File: config.mk
export PLATFORM = sky130hd
export DESIGN_NAME = dm_rmw_ctrl
export DESIGN_NICKNAME = d
export VERILOG_FILES = /design/src/rtl/dm_pkg.sv /design/src/rtl/dm_rmw_ctrl_byte_merge.sv /design/src/rtl/dm_rmw_ctrl.sv
export SDC_FILE = /design/constraint.sdc
export NUM_CORES = 1
export LEC_CHECK = 0
export CAP_MARGIN = 10
export CELL_PAD_IN_SITES_DETAIL_PLACEMENT = 0
export CELL_PAD_IN_SITES_GLOBAL_PLACEMENT = 1
export CORE_UTILIZATION = 29
export CTS_CLUSTER_SIZE = 14
export DETAILED_ROUTE_END_ITERATION = 7
export GPL_TIMING_DRIVEN = 1
export PLACE_DENSITY = 0.81
export SKIP_LAST_GASP = 1
export SYNTH_ARGS = -nofsm -noshare
export SYNTH_HDL_FRONTEND = slang
export SYNTH_SLANG_ARGS = --single-unit
File: constraint.sdc
create_clock -name clk -period 4.74 [get_ports clk]
set_input_delay 1.422 -clock clk [delete_from_list [all_inputs] [get_ports clk]]
set_output_delay 1.422 -clock clk [all_outputs]
set_load 0.005 [all_outputs]
File: src/rtl/dm_pkg.sv
// dm_pkg: shared definitions for the data-memory read-modify-write controller.
//   state_t  - controller FSM states
//   BE_FULL  - byte-enable pattern for a full-word store
//   BE_NONE  - byte-enable pattern for an empty store (no lanes written)
package dm_pkg;

  typedef enum logic [1:0] {
    IDLE    = 2'd0,
    RD_WAIT = 2'd1,
    RMW_RD  = 2'd2,
    RMW_WR  = 2'd3
  } state_t;

  localparam logic [3:0] BE_FULL = 4'b1111;
  localparam logic [3:0] BE_NONE = 4'b0000;

endpackage

File: src/rtl/dm_rmw_ctrl_byte_merge.sv
// byte_merge: purely combinational byte-lane merge.
//   old_word in  32  word read back from RAM
//   new_word in  32  lane-aligned store data
//   be       in  4   byte enables; bit i selects new_word lane i
//   merged   out 32  lane i = be[i] ? new_word lane i : old_word lane i
module byte_merge (
  input  logic [31:0] old_word,
  input  logic [31:0] new_word,
  input  logic [3:0]  be,
  output logic [31:0] merged
);

  for (genvar gi = 0; gi < 4; gi++) begin : g_lane
    assign merged[8*gi +: 8] = be[gi] ? new_word[8*gi +: 8] : old_word[8*gi +: 8];
  end

endmodule

File: src/rtl/dm_rmw_ctrl.sv
// dm_rmw_ctrl: MEM-stage data-memory controller for a word-wide synchronous
// RAM without byte write enables. Full-word stores write directly, loads take
// one synchronous read, sub-word stores run read-modify-write with a stall.
//   clk, reset           clock; synchronous active-high reset
//   cpu_req/we/be/addr/wdata  pipeline access request (byte address, lane-aligned data)
//   cpu_rdata            load data, valid only with cpu_done on a load
//   cpu_stall, cpu_done  pipeline freeze / access completion
//   ram_addr/we/wdata    word-wide RAM write/read port
//   ram_rdata            RAM read data, one cycle after ram_addr
module dm_rmw_ctrl
  import dm_pkg::*;
#(
  parameter int ADDR_W = 10
) (
  input  logic              clk,
  input  logic              reset,
  input  logic              cpu_req,
  input  logic              cpu_we,
  input  logic [3:0]        cpu_be,
  input  logic [31:0]       cpu_addr,
  input  logic [31:0]       cpu_wdata,
  output logic [31:0]       cpu_rdata,
  output logic              cpu_stall,
  output logic              cpu_done,
  output logic [ADDR_W-1:0] ram_addr,
  output logic              ram_we,
  output logic [31:0]       ram_wdata,
  input  logic [31:0]       ram_rdata
);

  state_t            state_reg, state_next;
  logic [ADDR_W-1:0] addr_reg;
  logic [3:0]        be_reg;
  logic [31:0]       wdata_reg;
  logic [31:0]       merged_reg, merged_next;
  logic [31:0]       merge_out;
  logic              accept;

  // Byte-offset bits and bits above the RAM index carry no meaning here.
  logic unused_addr_bits;
  assign unused_addr_bits = ^{cpu_addr[31:ADDR_W+2], cpu_addr[1:0]};

  byte_merge u_merge (
    .old_word (ram_rdata),
    .new_word (wdata_reg),
    .be       (be_reg),
    .merged   (merge_out)
  );

  always_ff @(posedge clk) begin
    if (reset) begin
      state_reg  <= IDLE;
      addr_reg   <= '0;
      be_reg     <= '0;
      wdata_reg  <= '0;
      merged_reg <= '0;
    end else begin
      state_reg  <= state_next;
      merged_reg <= merged_next;
      if (accept) begin
        addr_reg  <= cpu_addr[ADDR_W+1:2];
        be_reg    <= cpu_be;
        wdata_reg <= cpu_wdata;
      end
    end
  end

  always_comb begin
    state_next  = state_reg;
    merged_next = merged_reg;
    accept      = 1'b0;
    ram_addr    = addr_reg;
    ram_we      = 1'b0;
    ram_wdata   = '0;
    cpu_stall   = 1'b0;
    cpu_done    = 1'b0;
    cpu_rdata   = '0;

    case (state_reg)
      IDLE: begin
        // RAM address comes straight from the pipeline so the read issued
        // here returns data in the following state.
        ram_addr = cpu_addr[ADDR_W+1:2];
        if (cpu_req) begin
          accept = 1'b1;
          if (cpu_we) begin
            if (cpu_be == BE_FULL) begin
              ram_we    = 1'b1;
              ram_wdata = cpu_wdata;
              cpu_done  = 1'b1;
            end else if (cpu_be == BE_NONE) begin
              cpu_done = 1'b1;
            end else begin
              cpu_stall  = 1'b1;
              state_next = RMW_RD;
            end
          end else begin
            cpu_stall  = 1'b1;
            state_next = RD_WAIT;
          end
        end
      end
      RD_WAIT: begin
        cpu_rdata  = ram_rdata;
        cpu_done   = 1'b1;
        state_next = IDLE;
      end
      RMW_RD: begin
        merged_next = merge_out;
        cpu_stall   = 1'b1;
        state_next  = RMW_WR;
      end
      RMW_WR: begin
        ram_we     = 1'b1;
        ram_wdata  = merged_reg;
        cpu_done   = 1'b1;
        state_next = IDLE;
      end
      default: state_next = IDLE;
    endcase

    // Reset forces every output quiet in the same cycle, which also
    // suppresses a pending RMW_WR write.
    if (reset) begin
      ram_addr  = '0;
      ram_we    = 1'b0;
      ram_wdata = '0;
      cpu_stall = 1'b0;
      cpu_done  = 1'b0;
      cpu_rdata = '0;
    end
  end

endmodule

==> Flow_metrics.wiki <==
{| class="wikitable"
! Metric !! Value
|-
| Final worst-path cycle share || 96.8%
|-
| Hold Crit Depth || 2
|-
| Headroom to the max-slew limit || 31.5%
|-
| Full die area || 0.0156 mm²
|-
| Sort of element at the end of the critical path || output port
|-
| Final antenna-violating net count || 0
|-
| Commonest cells post-synth || sky130_fd_sc_hd__nand2_1, sky130_fd_sc_hd__dfxtp_1, sky130_fd_sc_hd__a21oi_1
|-
| CTS H-Tree Depth || 3
|-
| Peak fanout along the critical path || 13
|-
| Data required time at the worst endpoint || 3.32 ns
|-
| Yosys synthesis warning count || 0
|-
| Run status || finished with violations
|-
| Transition time of the tightest slew-check pin || 1.02 ns
|-
| Post-Synthesis Cells || 517
|-
| First-pass GRT wire length || 21600 µm
|-
| Biggest area consumer among synthesized cells || sky130_fd_sc_hd__dfxtp_1
|-
| Highest clock frequency the design can meet || 0.218 GHz
|-
| Count of final hold-check violations || 0
|-
| RSZ-0062 raised after global routing || false
|-
| Final routed wire length divided by cell count || 15.9 µm
|-
| HP Start || wdata_reg[24]
|-
| Worst Path Class, Setup || in -> out
|-
| Total setup violations reported at the end of the flow || 0
|-
| Number of antenna violations at the first check in global routing || 0
|-
| Mapped cell area || 0.00438 mm²
|-
| Layout cell share with drive strength beyond 1 || 12.5%
|-
| Routed via count divided by cell count || 5.00
|-
| Overflow left after global routing || 0
|-
| Synth unique cells || 30
|-
| Most frequent cell after synthesis || sky130_fd_sc_hd__nand2_1
|-
| Effective utilization at floorplan || 29.9%
|-
| Per-instance average area after synthesis || 8.48 µm²
|-
| Category of cells accounting for the largest share of critical-path delay || buffers and inverters
|-
| Number of flip-flops and latches in the synthesized netlist || 80
|-
| EDFF count, synth || 0
|-
| Count of port buffers added during placement || 158
|-
| CTS Hold Buffers Added || 0
|-
| Post-layout min period || 4.59 ns
|-
| Ranking of synthesized cells by area || sky130_fd_sc_hd__dfxtp_1, sky130_fd_sc_hd__o41ai_2, sky130_fd_sc_hd__mux2i_1
|-
| Die X-Extent || 125 µm
|-
| DR pass1 iterations || 7
|-
| Predominant post-synthesis flop cell || sky130_fd_sc_hd__dfxtp_1
|-
| Die height || 125 µm
|-
| Worst voltage drop across the vdd grid || 0.144 mV
|-
| Synth top area share || 36.6%
|-
| Endpoint arrival time on the critical path || 3.17 ns
|-
| Crit. Startpoint || cpu_req
|-
| Cell with the largest stage delay on the worst path || sky130_fd_sc_hd__clkdlybuf4s50_1
|-
| Max-cap violation count || 0
|-
| DRC violation count after routing || 24
|-
| Detailed Route WL || 13400 µm
|-
| Startpoint of the worst register-to-register path || state_reg[0]
|-
| Utilization after layout || 43.9%
|-
| Leakage power total || 2.59 nW
|-
| Routed vias || 4228
|-
| Delay contributed by the slowest stage of the critical path || 0.56 ns
|-
| # nets final || 765
|-
| Total power || 0.00209 W
|-
| TritonCTS clock tree || yes
|-
| Nature of the critical path startpoint || input pin
|-
| Number of pins with negative max-slew slack in the final report || 0
|-
| Setup slack at placement || -0.0951 ns
|-
| Dominant cell type by count on the critical path || sky130_fd_sc_hd__clkdlybuf4s50_1
|-
| Worst-case reg-to-reg path depth || 5
|-
| Violated checks || design-rule violations
|-
| Estimated wirelength of the detail-placed design || 9330 µm
|-
| Count of cell instances traversed by the critical path || 6
|-
| TritonCTS Buffers || 9
|-
| Routability Congestion || 0.813
|-
| Smallest setup slack after layout || 0.150 ns
|-
| Clock skew after layout || 0.00435 ns
|-
| Syn Nets || 625
|-
| Row Count || 44
|-
| Maximum buffer depth of the clock tree || 2
|-
| Clock transition time at the flip-flop clock pins of the worst setup and hold paths || 0.06 ns
|-
| Seq/Total Area, Yosys || 36.6%
|-
| Clock latency of the later-clocked register in the worst-skew pair || 0.34 ns
|-
| Min-delay worst type || reg -> reg
|-
| Starting DRT DRC Count || 225
|-
| Maximum number of pins on one net before global-route repair || 53
|-
| PD cells || 325 mW/mm²
|-
| Clock Root Buffer || sky130_fd_sc_hd__clkbuf_16
|-
| Core box area || 0.0146 mm²
|-
| Via count of the first global-routing pass || 4092
|-
| Fraction of synthesis flops using an asynchronous set or reset pin || 0%
|-
| Total buffers and inverters traversed by the critical path || 3
|-
| Layout Area Growth over Synthesis || 46.8%
|-
| Ant. Diodes || 0
|-
| Clk sinks || 80
|-
| List of cells traversed by the critical path || clkdlybuf4s50_1 > and2_2 > buf_12 > a31oi_1 > nor3_1 > clkdlybuf4s50_1
|-
| I/O pins || 181
|-
| Total Routing Usage GR || 17.5%
|}
what timing repair did:
item / 4_1_cts / 5_1_grt
buffers inserted: 0 / 0
resized for setup: 31 / 3
endpoints found under the setup margin: 31 / 2
cloned: 0 / 0
cell type report:
cell class | instances | area, µm²
Inverter | 3 | 11.3
Fill cell | 1453 | 8210
Clock buffer | 13 | 250
Timing Repair Buffer | 184 | 1820
Sequential cell | 80 | 1600
Tap cell | 184 | 230
Multi-Input combinational cell | 379 | 2510
Clock inverter | 3 | 17.5
path summary, 6_finish.rpt:
path,end,slack (ns)
min,wdata_reg[24],0.45
min reg2reg,wdata_reg[24],0.45
max,ram_we,0.15
max reg2reg,wdata_reg[16],2.65
kinds of logic after synthesis:
group | synth area share (%)
AND/OR/NAND/NOR | 22.0
AO/OA/AOI/OAI | 24.2
flip-flops | 36.6
buffers and inverters | 6.60
multiplexers | 9.59
adder cells (fa/ha/maj) | 1.14
metal layers:
layer / vias to the layer above / global-route usage, % / share of wire [%]
met5: - / 0 / 0
met4: 0 / 5.81 / 1.1
met3: 10 / 3.69 / 6.0
met2: 127 / 29.5 / 49
met1: 1983 / 22.1 / 43
li1: 2108 / - / -
power breakdown:
part | leakage, nW | total, W | internal [W] | switching, W
Sequential | 0.655 | 0.000817 | 0.000759 | 0.0000582
Clock | 0.130 | 0.000632 | 0.000368 | 0.000265
Combinational | 1.80 | 0.000642 | 0.000287 | 0.000355
tightest hold or removal path, delay by kind of cell, from the launching register on:
family | cells | cell delay, ns
flip-flops | 1 | 0.30
AND/OR/NAND/NOR | 1 | 0.05
AO/OA/AOI/OAI | 1 | 0.05
layout by cell type (no fill, tap or decap), types with 2 or more instances in the layout:
cell / instances
sky130_fd_sc_hd__a211oi_1: 32
sky130_fd_sc_hd__a21oi_1: 46
sky130_fd_sc_hd__a31oi_1: 3
sky130_fd_sc_hd__and2_1: 32
sky130_fd_sc_hd__buf_12: 6
sky130_fd_sc_hd__buf_4: 21
sky130_fd_sc_hd__clkbuf_1: 3
sky130_fd_sc_hd__clkbuf_16: 9
sky130_fd_sc_hd__clkdlybuf4s50_1: 124
sky130_fd_sc_hd__clkinv_2: 2
sky130_fd_sc_hd__dfxtp_1: 80
sky130_fd_sc_hd__dlygate4sd2_1: 31
sky130_fd_sc_hd__dlymetal6s2s_1: 2
sky130_fd_sc_hd__ha_1: 2
sky130_fd_sc_hd__ha_2: 2
sky130_fd_sc_hd__inv_1: 3
sky130_fd_sc_hd__mux2i_1: 42
sky130_fd_sc_hd__nand2_1: 93
sky130_fd_sc_hd__nand2_2: 2
sky130_fd_sc_hd__nand3_1: 33
sky130_fd_sc_hd__nor2_1: 44
sky130_fd_sc_hd__o21a_1: 2
sky130_fd_sc_hd__o41ai_2: 32
stage by stage:
step | TNS [ns] | hold WS [ns] | instance area [µm²] | cells
2_1_floorplan | 0 | 0.436 | 4380 | 517
4_1_cts | 0 | 0.454 | 6430 | 846
6_report | 0 | 0.452 | 6430 | 846
5_1_grt | 0 | 0.471 | 6430 | 846
3_5_place_dp | -1.42 | 0.446 | 6200 | 830
3_3_place_gp | -0.424 | 0.442 | 6200 | 830
Note: power is estimated with default switching activity, not from simulation.
